===== src/rtl/sa_pkg.sv =====
// Shared types and defaults for the systolic-array input feeder and output controller.
package sa_pkg;

  typedef enum logic {
    LOAD = 1'b0,
    RUN  = 1'b1
  } state_t;

  localparam logic SEL_ACT = 1'b0;
  localparam logic SEL_WGT = 1'b1;

  localparam int SA_ROWS  = 8;
  localparam int SA_DEPTH = 8;
  localparam int SA_DW    = 8;

endpackage


===== src/rtl/sa_skew_bank.sv =====
// One stream's tile buffer: sequential write fill plus diagonally skewed read lanes.
module sa_skew_bank
  import sa_pkg::*;
#(
  parameter int ROWS  = SA_ROWS,
  parameter int DEPTH = SA_DEPTH,
  parameter int DW    = SA_DW,
  parameter int CW    = $clog2(ROWS*DEPTH+1),
  parameter int TW    = $clog2(DEPTH+ROWS)
) (
  input  logic               clk,
  input  logic               rst,
  input  logic               clr,
  input  logic               we,
  input  logic [DW-1:0]      wdata,
  input  logic [TW-1:0]      t,
  output logic               room,
  output logic               full,
  output logic [ROWS*DW-1:0] lanes
);

  localparam int N  = ROWS*DEPTH;
  localparam int AW = $clog2(N);

  // Element k lives at mem[k], i.e. vector k / ROWS on row k % ROWS.
  logic [DW-1:0] mem [N];
  logic [CW-1:0] cnt;

  assign room = (cnt < CW'(N));
  assign full = (cnt == CW'(N));

  always_ff @(posedge clk) begin
    if (rst || clr) begin
      cnt <= '0;
    end else if (we && room) begin
      cnt <= cnt + CW'(1);
    end
  end

  always_ff @(posedge clk) begin
    if (we && room) begin
      mem[cnt[AW-1:0]] <= wdata;
    end
  end

  always_comb begin
    lanes = '0;
    for (int r = 0; r < ROWS; r++) begin
      if (int'(t) >= r && int'(t) - r < DEPTH) begin
        lanes[r*DW +: DW] = mem[AW'((int'(t) - r) * ROWS + r)];
      end
    end
  end

endmodule


===== src/rtl/sa_input_feeder.sv =====
// Buffers one weight/activation tile from the host byte stream, then streams it
// into the PE array rows with a one-cycle-per-row diagonal skew.
//
// state | meaning
// LOAD  | accepting host writes; start honoured once both banks are full
// RUN   | step counter t sweeps 0..DEPTH+ROWS-2, one skewed wavefront step per cycle
module sa_input_feeder
  import sa_pkg::*;
#(
  parameter int ROWS  = SA_ROWS,
  parameter int DEPTH = SA_DEPTH,
  parameter int DW    = SA_DW
) (
  input  logic               clk,
  input  logic               rst,
  input  logic [DW-1:0]      in_data,
  input  logic               in_sel,
  input  logic               in_valid,
  output logic               in_ready,
  input  logic               start,
  output logic               busy,
  output logic               done,
  output logic               fire,
  output logic [ROWS*DW-1:0] w_out,
  output logic [ROWS*DW-1:0] a_out
);

  localparam int TW   = $clog2(DEPTH+ROWS);
  localparam int LAST = DEPTH+ROWS-2;

  state_t            state_q, state_d;
  logic [TW-1:0]     t_q, t_d;
  logic              run_end;
  logic              w_room, w_full, a_room, a_full;
  logic              w_we, a_we;
  logic [ROWS*DW-1:0] w_lanes, a_lanes;

  assign run_end = (state_q == RUN) && (t_q == TW'(LAST));
  assign w_we    = in_valid && in_ready && (in_sel == SEL_WGT);
  assign a_we    = in_valid && in_ready && (in_sel == SEL_ACT);

  sa_skew_bank #(.ROWS(ROWS), .DEPTH(DEPTH), .DW(DW)) u_wgt (
    .clk(clk), .rst(rst), .clr(run_end), .we(w_we), .wdata(in_data),
    .t(t_q), .room(w_room), .full(w_full), .lanes(w_lanes)
  );

  sa_skew_bank #(.ROWS(ROWS), .DEPTH(DEPTH), .DW(DW)) u_act (
    .clk(clk), .rst(rst), .clr(run_end), .we(a_we), .wdata(in_data),
    .t(t_q), .room(a_room), .full(a_full), .lanes(a_lanes)
  );

  always_ff @(posedge clk) begin
    if (rst) begin
      state_q <= LOAD;
      t_q     <= '0;
    end else begin
      state_q <= state_d;
      t_q     <= t_d;
    end
  end

  always_comb begin
    state_d = state_q;
    t_d     = t_q;
    case (state_q)
      LOAD: begin
        if (start && w_full && a_full) begin
          state_d = RUN;
          t_d     = '0;
        end
      end
      RUN: begin
        if (run_end) begin
          state_d = LOAD;
          t_d     = '0;
        end else begin
          t_d = t_q + TW'(1);
        end
      end
      default: state_d = LOAD;
    endcase
  end

  // busy covers the trailing fire cycle, which lands after the FSM is back in LOAD.
  always_comb begin
    in_ready = (state_q == LOAD) && ((in_sel == SEL_WGT) ? w_room : a_room);
    busy     = (state_q == RUN) || fire;
  end

  always_ff @(posedge clk) begin
    if (rst) begin
      fire  <= 1'b0;
      done  <= 1'b0;
      w_out <= '0;
      a_out <= '0;
    end else begin
      fire  <= (state_q == RUN);
      done  <= fire && (state_q == LOAD);
      w_out <= (state_q == RUN) ? w_lanes : '0;
      a_out <= (state_q == RUN) ? a_lanes : '0;
    end
  end

endmodule


===== config.mk =====
export PLATFORM = sky130hd
export DESIGN_NAME = sa_input_feeder
export DESIGN_NICKNAME = d
export VERILOG_FILES = /design/src/rtl/sa_pkg.sv /design/src/rtl/sa_skew_bank.sv /design/src/rtl/sa_input_feeder.sv
export SDC_FILE = /design/constraint.sdc
export NUM_CORES = 1
export LEC_CHECK = 0
export CORE_AREA = 2 2 312 314
export DETAILED_ROUTE_END_ITERATION = 8
export DIE_AREA = 0 0 314 316
export PLACE_DENSITY = 0.63
export SYNTH_ARGS = -nofsm -noshare
export SYNTH_HDL_FRONTEND = slang
export SYNTH_SLANG_ARGS = --single-unit

===== constraint.sdc =====
create_clock -name clk -period 2.7 [get_ports clk]
set_clock_uncertainty 0.05 [all_clocks]
set_input_delay 0.54 -clock clk [delete_from_list [all_inputs] [get_ports clk]]
set_output_delay 0.54 -clock clk [all_outputs]
set_load 0.1 [all_outputs]

==> results by group, run 1 <==
Pwr
  – Leakage: 16.8 nW
  – Reg power frac: 0.556
  – Maximum vdd drop: 0.585 mV
  – Power Density: around 690 mW/mm^2
  – Sw Ratio: 0.196
  – Pwr Total: 0.0355 W
  – Internal power: 0.0285 W
  – Share of power burned in the clock network: 0.432
  – Net switching power: 0.00696 W
  – Gate power share: 0.012

Logic synthesis
  – Register area share after synthesis: 0.773
  – Post-synth cell types: 52
  – Synth async-reset ratio: 0
  – #FFs+latches synth: 1173
  – Post-synth EDFFs: 1024
  – YS warnings: 0
  – Post-Syn Instances: 2166
  – Post-Synthesis Cell Area: 0.0437 sq mm
  – Avg Inst Size Synth: just over 20 sq um
  – Syn Nets: 2199
  – Main synth FF type: edfxtp_1

Global route
  – GRT Residual Overflow: 0
  – Largest net degree at the start of global routing: between 100 and 150
  – First-pass GRT wire length: 145000 um
  – Vias in the first global route: 22369
  – Initial antenna violation count: 3
  – GRT Util Overall: 0.198

Critical path
  – Max FO, Critical Path: 29
  – Critical path type: register to register
  – Crit end category: register
  – CP startpoint kind: register
  – R2R Setup Slk: between 80 and 90 ps
  – CP Data Arrival Time: 3130 ps
  – Critical Path RT: between 3000 and 4000 ps

Place
  – Port Buf Inserts: roughly 140
  – Placed cell count: ~3700
  – Detail Placement HPWL: around 60000 um
  – Routability cong.: 0.812

Route
  – Routed WL: 97900 um
  – ANT nets after route: 0
  – Wire length per cell: 25.0 um
  – Via count: 21458
  – Vias per inst: 5.48
  – DRC viols: 0
  – DRT Pass-1 Iters: 5
  – Initial DRC Count: 2016

Finish
  – Final nets: 2575
  – Filler cells: 7481
  – # diodes: 0
  – Area Growth Syn to Fin: 18.1%
  – Layout cell share with drive strength beyond 1: 0.308
  – Finished Layout Cells: approximately 4000

Timing
  – Max-slew violations: 0
  – Final min period: roughly 2600 ps
  – Period utilization: 0.970
  – Setup TNS: 0 ps
  – Max Fclk: 382 MHz
  – Final hold violation count: 0
  – Setup Viol. Count Final: 0
  – RSZ-0062 raised after global routing: no
  – WHS: 158 ps
  – Rel. slew slack: 0.409
  – Worst-Margin Slew: 881 ps

Clocking
  – TritonCTS Sinks: 1173
  – CTS buffer count: 114
  – Worst-Skew Late Latency: 700 ps
  – Root Driver: clkbuf_16
  – H-tree depth: 3
  – CTS tree: done
  – Bufs on Longest Clock Path: 3
  – Post-CTS Repair Setup Buffers: 0
  – CTS clk-pin slew, worst paths: 60 ps

Die
  – Core Area: 0.0960 sq mm
  – Chip width: 314 um
  – Chip Height: 316 um
  – IO Pins: between 100 and 150
  – Die area: 0.0992 sq mm
  – Starting density of the core: 0.455
  – Number of cell rows: around 110

Job
  – Max_cap viols: 0

Outcome
  – Status: finished clean

Hold path
  – HP Class: input pin to register
cell type report:
| type | instances | area (sq um) | share of cell area |
|---|---|---|---|
| Clock buffer | 167 | 3200 | 0.0620 |
| Multi-Input combinational cell | 856 | 9400 | 0.182 |
| Timing Repair Buffer | 378 | 3140 | 0.0609 |
| Inverter | 19 | 71.3 | 0.00138 |
| Tap cell | 1276 | 1600 | 0.0310 |
| Sequential cell | 1173 | 33700 | 0.654 |
| Clock inverter | 50 | 429 | 0.00832 |
worst paths after layout:
kind / startpoint / depth (start not counted) / endpoint
max: t_q[0]$_SDFFE_PP0P_ / 7 / w_out[29]$_SDFF_PP0_
max reg2reg: t_q[0]$_SDFFE_PP0P_ / 7 / w_out[29]$_SDFF_PP0_
min: in_data[5] / 1 / u_act.mem[11][5]$_DFFE_PP_
min reg2reg: u_act.cnt[1]$_SDFFE_PP0P_ / 2 / u_act.cnt[1]$_SDFFE_PP0P_
stage by stage:
step	setup WS, ps	area, sq um	util
5_1_grt	27.7	51600	0.537
6_report	80.6	51600	0.537
3_3_place_gp	-257	47900	0.499
2_1_floorplan	11.6	43700	-
4_1_cts	15.3	51600	0.537
3_5_place_dp	-262	47900	0.499
kinds of logic after synthesis:
| logic type | Yosys count | synth area share |
|---|---|---|
| flip-flops | 1173 | 0.773 |
| AND/OR/NAND/NOR | 371 | 0.0371 |
| multiplexers | 338 | 0.151 |
| buffers and inverters | 137 | 0.0141 |
| AO/OA/AOI/OAI | 123 | 0.0186 |
| adder cells (fa/ha/maj) | 20 | 0.00573 |
| XOR/XNOR | 4 | 0.000803 |
registers in the layout (all words and copies together) (netlist names):
register / count
u_wgt.cnt: 7
state_q: 1
done: 1
w_out: 64
fire: 1
t_q: 4
u_wgt.mem: 512
u_act.mem: 512
u_act.cnt: 7
a_out: 64
synth_stat cells, types with 20 or more instances:
cell type  number  share of area
a21oi_1        61         0.0070
buf_2          42         0.0048
clkbuf_1       47         0.0040
dfxtp_1       149          0.068
edfxtp_1     1024           0.70
ha_1           20         0.0057
mux2i_1        82          0.019
mux4_2        256           0.13
nand2_1       119          0.010
nand3_1        20         0.0023
nor2_1        164          0.014
worst max-delay path, stage by stage, from the launching register on:
cell      delay, ps
dfxtp_4         520
inv_1           170
ha_4            480
buf_6           330
mux4_2          370
mux2i_1         270
a311oi_1         90
buf_4           180
power groups by stage:
stage / logic (W) / registers [W] / clock network, W
2_1_floorplan: 0.0000595 / 0.0201 / 0
3_3_place_gp: 0.000408 / 0.0201 / 0
3_5_place_dp: 0.000431 / 0.0201 / 0
4_1_cts: 0.000429 / 0.0197 / 0.0157
5_1_grt: 0.000459 / 0.0197 / 0.0164
6_report: 0.000420 / 0.0197 / 0.0153
routing by layer:
metal,global-route usage,share of wire,vias up
met3,0.0364,0.060,138
met2,0.333,0.50,684
met1,0.268,0.41,11181
met4,0.0551,0.023,2
met5,0,0.000082,-
li1,-,-,9453
repair_timing:
item / CTS / global route
hold buffers: 0 / 0
gates resized for setup: 0 / 1
setup endpoints to repair: 0 / 1
placed cells by master, fill, tap and decap left out, types with 17 or more instances in the layout:
cell and instances:
buf_4 350, nor3_1 17, mux2i_1 82, clkbuf_16 119, nand2_1 119, clkbuf_1 44
edfxtp_1 1024, nand3_1 20, buf_12 23, dfxtp_1 146, mux4_2 256, a311oi_1 17
ha_1 18, clkinv_2 20, nor2_1 164, a21oi_1 61
(Power assumes the default switching activity.)
==> run 2, diff against run 1 <==
--- a/config.mk
+++ b/config.mk
@@ -5,10 +5,12 @@
 export SDC_FILE = /design/constraint.sdc
 export NUM_CORES = 1
 export LEC_CHECK = 0
-export CORE_AREA = 2 2 312 314
+export CORE_AREA = 2 2 285 287
 export DETAILED_ROUTE_END_ITERATION = 8
-export DIE_AREA = 0 0 314 316
-export PLACE_DENSITY = 0.63
+export DIE_AREA = 0 0 287 289
+export PLACE_DENSITY = 0.73
+export RECOVER_POWER = 25
+export SLEW_MARGIN = 20
 export SYNTH_ARGS = -nofsm -noshare
 export SYNTH_HDL_FRONTEND = slang
 export SYNTH_SLANG_ARGS = --single-unit
==> run 2 against run 1 <==
The run now ends with max-capacitance violations, max-slew violations left. Critical path depth is 5 lower. Global-route usage is 3.6 points higher. Sequential power hardly changed. Clock power is 7% higher. Setup slack better by 41 ps. Die area is 16% lower. Combinational power is 1% lower. Total power is 2.9% higher.
==> results by group, run 2 (synthesis gave the netlist of run 1 again) <==
Critical path
  – CP Data Arrival Time: 2900 ps (-230 ps)
  – CP delay by family, top: buffers and inverters
  – R2r endpoint: w_out[22]$_SDFF_PP0_
  – Critical Path RT: 3020 ps (-190 ps)
  – R2r worst-path depth: 6 (-1)
  – Buf/Inv on CP: 2 (-1)
  – R2R Path Start: t_q[2]$_SDFFE_PP0P_
  – CP max-delay cell: clkbuf_1
  – R2R Setup Slk: 160 ps (+80 ps)
  – CP Depth: 2 (-5)
  – CP startpoint kind: input pin
  – Crit-path max cell delay: 1390 ps (+870 ps)
  – Max FO, Critical Path: 53 (+83%)
  – Critical path type: input pin to register
  – Crit end category: register
  – CP Cell Sequence: clkbuf_1, clkbuf_4

Clocking
  – CTS clk-pin slew, worst paths: 70 ps (about the same)
  – PostCTS Resize Cnt: 0 (unchanged)
  – H-tree depth: 3 (unchanged)
  – CTS buffer count: 113 (-0.88%)
  – Root Driver: clkbuf_16
  – Bufs on Longest Clock Path: 3 (unchanged)
  – CTS tree: done
  – Worst-Skew Late Latency: 680 ps (-20 ps)
  – TritonCTS Sinks: 1173 (unchanged)

Hold path
  – Hold Crit Depth: 1 (unchanged)
  – Hold EP: done$_SDFF_PP0_
  – Hold Startpoint: fire$_SDFF_PP0_
  – HP Class: register to register

Die
  – Die area: 0.0829 sq mm (-16%)
  – Chip Height: 289 um (-8.5%)
  – Number of cell rows: 104 (-8.8%)
  – Starting density of the core: 0.546 (+0.0916)
  – Core Area: 0.0799 sq mm (-17%)
  – IO Pins: 145 (unchanged)
  – Chip width: 287 um (-8.6%)

Place
  – Port Buf Inserts: 144 (unchanged)
  – Placed cell count: 3478 (-6.1%)
  – Detail Placement HPWL: 58500 um (-2.5%)
  – Routability cong.: 0.811 (-0.12%)

Route
  – DRT Pass-1 Iters: 6 (+1)
  – WL met1: 38400 um (-5.0%)
  – Top sig layer: met4
  – Via count: 21919 (+2.1%)
  – Routed WL: 95800 um (-2.1%)
  – Wire length per cell: 25.9 um (+3.8%)
  – DRC viols: 0 (unchanged)
  – ANT nets after route: 0 (unchanged)
  – Initial DRC Count: 2435 (+21%)
  – Vias per inst: 5.93 (+8.3%)
  – Routed met3 length: 7350 um (+25%)
  – Wire length on met2: 48000 um (-3.0%)

Finish
  – Final nets: 2568 (-0.27%)
  – # diodes: 0 (unchanged)
  – Layout cell share with drive strength beyond 1: 0.316 (+0.00739)
  – Most frequent cells in the layout: edfxtp_1, buf_4, mux4_2
  – Area Growth Syn to Fin: 17.9%
  – Most common cell after layout, fill and taps aside: edfxtp_1
  – Finished Layout Cells: 3695 (-5.7%)

Pwr
  – Leakage: 16.9 nW (+0.32%)
  – Power Density: 709 mW/mm^2 (+3.1%)
  – Maximum vdd drop: 0.562 mV (-4.0%)

Timing
  – Final hold violation count: 0 (unchanged)
  – Max-slew violations: 191 (+191)
  – Setup TNS: 0 ps (unchanged)
  – Period utilization: 0.955 (-0.0150)
  – Setup Viol. Count Final: 0 (unchanged)
  – Worst-Margin Slew: 2310 ps (+1430 ps)
  – Final min period: 2580 ps (-40.6 ps)
  – Rel. slew slack: -0.541 (-0.950)
  – Max Fclk: 388 MHz (+1.6%)
  – RSZ-0062 raised after global routing: no

Job
  – Max_cap viols: 6 (+6)

Outcome
  – Failing checks: max-capacitance violations, max-slew violations
  – Status: finished with violations

Global route
  – GRT Residual Overflow: 0 (unchanged)
  – Initial antenna violation count: 1 (-2)
  – GRT Util Overall: 0.234 (+0.0358)
  – Vias in the first global route: 22259 (-0.49%)
  – Largest net degree at the start of global routing: 73 (-43%)
  – First-pass GRT wire length: 143000 um (-1.3%)
run 2: cell types whose count changed in the layout (fill, tap and decap cells not counted), moves of 3 or more:
| cell | change |
|---|---|
| clkinvlp_4 | +11 |
| clkbuf_8 | +4 |
| buf_12 | -5 |
| clkinv_1 | -4 |
| clkbuf_1 | -21 |
| clkbuf_16 | -3 |
| clkbuf_4 | +4 |
| clkbuf_2 | +6 |
| clkinv_4 | +3 |
| bufinv_16 | +10 |
| buf_4 | -17 |
run 2: how the worst max path moves through the flow:
stage | start | endpoint | slack (ps)
floorplan | t_q[1]$_SDFFE_PP0P_ | a_out[8]$_SDFF_PP0_ | 10
detailed placement | in_sel | u_act.mem[15][7]$_DFFE_PP_ | -180
CTS | t_q[2]$_SDFFE_PP0P_ | a_out[24]$_SDFF_PP0_ | 170
finish | in_data[7] | u_act.mem[4][7]$_DFFE_PP_ | 120
global route | t_q[2]$_SDFFE_PP0P_ | w_out[20]$_SDFF_PP0_ | 30
global placement | in_sel | u_act.mem[47][7]$_DFFE_PP_ | -180
run 2: metrics by stage:
step	worst slack (ps)	cell area (sq um)	hold slack, ps	total power (W)	util
after CTS	170	51600	219	0.0367	0.645
final	121	51500	443	0.0365	0.644
after global placement	-178	47600	428	0.0205	0.596
after global routing	26.2	51500	457	0.0375	0.644
after floorplan	11.6	43700	440	0.0202	-
after detailed placement	-182	47600	436	0.0205	0.596
run 2: area by class of cell:
cell class / count / area, sq um
Sequential cell: 1173 / 33700
Tap cell: 1060 / 1330
Multi-Input combinational cell: 856 / 9400
Timing Repair Buffer: 372 / 2990
Fill cell: 5303 / 28400
Clock inverter: 74 / 871
Clock buffer: 141 / 3080
Inverter: 19 / 71.3
run 2: per-layer routing:
metal  track usage  vias to the layer above
met5             0                        -
met2         0.386                     1000
met1         0.328                    11349
li1              -                     9444
met3        0.0419                      126
met4        0.0641                        0
run 2: timing repair:
item                                    CTS  global route
buffers inserted                          0             1
endpoints found under the setup margin    0             6
hold buffers                              0             0
run 2: power by group:
group / internal, W / total [W] / switching [W]
registers: 0.0197 / 0.0197 / 0.0000100
logic: 0.0000755 / 0.000416 / 0.000340
clock network: 0.00960 / 0.0163 / 0.00674
total: 0.0294 / 0.0365 / 0.00709
==> run 3, diff against run 2 <==
--- a/config.mk
+++ b/config.mk
@@ -10,7 +10,6 @@
 export DIE_AREA = 0 0 287 289
 export PLACE_DENSITY = 0.73
 export RECOVER_POWER = 25
-export SLEW_MARGIN = 20
 export SYNTH_ARGS = -nofsm -noshare
 export SYNTH_HDL_FRONTEND = slang
 export SYNTH_SLANG_ARGS = --single-unit
==> run 3 against run 2 <==
The run still ends with max-capacitance violations, max-slew violations left. Clock-buffer cell count unchanged. Global-route usage did not move. Utilization hardly changed. Setup slack gained 1.8 ps. Cell count is essentially flat. First-iteration DRC count increased by 0.82%. Hold slack improved by 3.2 ps. Via count decreased by 0.11%. Non-clock buffer count down 1. Critical endpoint unchanged.
==> results by group, run 3 (synthesis gave the netlist of run 1 again) <==
Route
  – ANT nets after route: 0 (unchanged)
  – DRT Pass-1 Iters: 5 (-1)
  – Wire length per cell: 26.0 um (+0.10%)
  – Via count: 21894 (-0.11%)
  – Routed WL: 95900 um (about the same)
  – DRC viols: 0 (unchanged)
  – Initial DRC Count: 2455 (+0.82%)
  – Vias per inst: 5.93 (about the same)

Timing
  – RSZ-0062 raised after global routing: no
  – Final min period: 2580 ps (-1.84 ps)
  – Worst-Margin Slew: 2290 ps (-23.5 ps)
  – Max-slew violations: 191 (unchanged)
  – Rel. slew slack: -0.526 (+0.0157)
  – Final hold violation count: 0 (unchanged)
  – Period utilization: 0.954 (about the same)
  – Setup Viol. Count Final: 0 (unchanged)
  – Max Fclk: 388 MHz (about the same)

Pwr
  – Power Density: 709 mW/mm^2 (about the same)
  – Leakage: 16.9 nW (about the same)
  – Maximum vdd drop: 0.563 mV (+0.19%)
  – Net switching power: 0.00711 W (+0.15%)
  – Gate power share: 0.011 (about the same)
  – Share of power burned in the clock network: 0.448 (about the same)
  – Reg power frac: 0.540 (about the same)
  – Sw Ratio: 0.195 (+0.000241)
  – Internal power: 0.0294 W (unchanged)

Outcome
  – Failing checks: max-capacitance violations, max-slew violations
  – Status: finished with violations

Finish
  – Area Growth Syn to Fin: 17.9% (about the same)
  – Final nets: 2567 (-0.039%)
  – Finished Layout Cells: 3694 (-0.027%)
  – Most frequent cells in the layout: edfxtp_1, buf_4, mux4_2
  – Core Util, Final: 0.644 (about the same)
  – # diodes: 0 (unchanged)
  – Most common cell after layout, fill and taps aside: edfxtp_1
  – Layout cell share with drive strength beyond 1: 0.315 (about the same)

Global route
  – Initial antenna violation count: 1 (unchanged)
  – GRT Residual Overflow: 0 (unchanged)
  – Largest net degree at the start of global routing: 73 (unchanged)
  – GRT Util Overall: 0.234 (unchanged)
  – First-pass GRT wire length: 143000 um (unchanged)
  – Vias in the first global route: 22259 (unchanged)

Critical path
  – Critical path type: input pin to register
  – CP delay by family, top: buffers and inverters
  – Buf/Inv on CP: 2 (unchanged)
  – R2R Path Start: t_q[2]$_SDFFE_PP0P_
  – CP Cell Sequence: clkbuf_1, clkbuf_4
  – Crit end category: register
  – Crit-path max cell delay: 1390 ps (about the same)
  – CP Data Arrival Time: 2890 ps (about the same)
  – Max FO, Critical Path: 53 (unchanged)
  – Critical Path RT: 3020 ps (about the same)
  – CP startpoint: in_data[7]
  – CP max-delay cell: clkbuf_1
  – CP startpoint kind: input pin

Place
  – Port Buf Inserts: 144 (unchanged)
  – Detail Placement HPWL: 58500 um (unchanged)
  – Routability cong.: 0.811 (unchanged)
  – Placed cell count: 3478 (unchanged)

Clocking
  – # hold bufs at CTS: 0 (unchanged)
  – CTS buffer count: 113 (unchanged)
  – CTS tree: done
  – PostCTS Resize Cnt: 0 (unchanged)
  – Bufs on Longest Clock Path: 3 (unchanged)
  – CTS clk-pin slew, worst paths: 70 ps (about the same)
  – H-tree depth: 3 (unchanged)
  – TritonCTS Sinks: 1173 (unchanged)
  – Worst-Skew Late Latency: 680 ps (about the same)
  – Root Driver: clkbuf_16

Die
  – Chip width: 287 um (unchanged)
  – Core Area: 0.0799 sq mm (unchanged)
  – IO Pins: 145 (unchanged)
  – Starting density of the core: 0.546 (unchanged)
  – Chip Height: 289 um (unchanged)
  – Die area: 0.0829 sq mm (unchanged)
  – Number of cell rows: 104 (unchanged)

Job
  – Max_cap viols: 6 (unchanged)

Hold path
  – Hold Startpoint: fire$_SDFF_PP0_
  – HP Class: register to register
[run 3: cell types whose count changed in the layout (fill, tap and decap cells not counted)]
cell / before / now
buf_6: 1 / 0
[run 3: worst paths after layout]
check	endpoint	slack, ps	cells after the start
setup / recovery	u_act.mem[4][7]$_DFFE_PP_	120	2
hold / removal	done$_SDFF_PP0_	450	1
setup reg to reg	w_out[22]$_SDFF_PP0_	170	6
hold reg to reg	done$_SDFF_PP0_	450	1
[run 3: final cells by class]
| class | count | area, sq um |
|---|---|---|
| flip-flops and latches | 1173 | 33700 |
| repair buffers | 371 | 2980 |
| multi-input cells | 856 | 9400 |
| clock inverters | 74 | 871 |
| clock buffers | 141 | 3080 |
| inverters | 19 | 71.3 |
| well taps | 1060 | 1330 |
| fillers | 5302 | 28400 |
[run 3: stage by stage]
| stage | power, W | setup TNS [ps] | hold slack (ps) | cell area (sq um) | setup slack, ps |
|---|---|---|---|---|---|
| after CTS | 0.0367 | 0 | 219 | 51600 | 170 |
| final | 0.0365 | 0 | 446 | 51500 | 123 |
| after detailed placement | 0.0205 | -39250 | 436 | 47600 | -182 |
| after floorplan | 0.0202 | 0 | 440 | 43700 | 11.6 |
| after global routing | 0.0375 | 0 | 457 | 51500 | 26.2 |
| after global placement | 0.0205 | -27030 | 428 | 47600 | -178 |
[run 3: per-layer routing]
| metal | wire length [um] | up-vias | track usage |
|---|---|---|---|
| li1 | - | 9446 | - |
| met1 | 38400 | 11340 | 0.328 |
| met2 | 48000 | 979 | 0.386 |
| met3 | 7290 | 129 | 0.0419 |
| met4 | 2200 | 0 | 0.0641 |
| met5 | 0 | - | 0 |
[run 3: repair_timing]
item / in CTS / in global routing
endpoints found under the hold margin: 0 / 0
setup buffers: 0 / 1
setup endpoints to repair: 0 / 6
[run 3: power by group through the flow]
| stage | logic [W] | clock network, W | registers [W] |
|---|---|---|---|
| after global routing | 0.000453 | 0.0173 | 0.0197 |
| after CTS | 0.000439 | 0.0166 | 0.0197 |
| after detailed placement | 0.000439 | 0 | 0.0201 |
| final | 0.000417 | 0.0164 | 0.0197 |
| after floorplan | 0.0000595 | 0 | 0.0201 |
| after global placement | 0.000415 | 0 | 0.0201 |
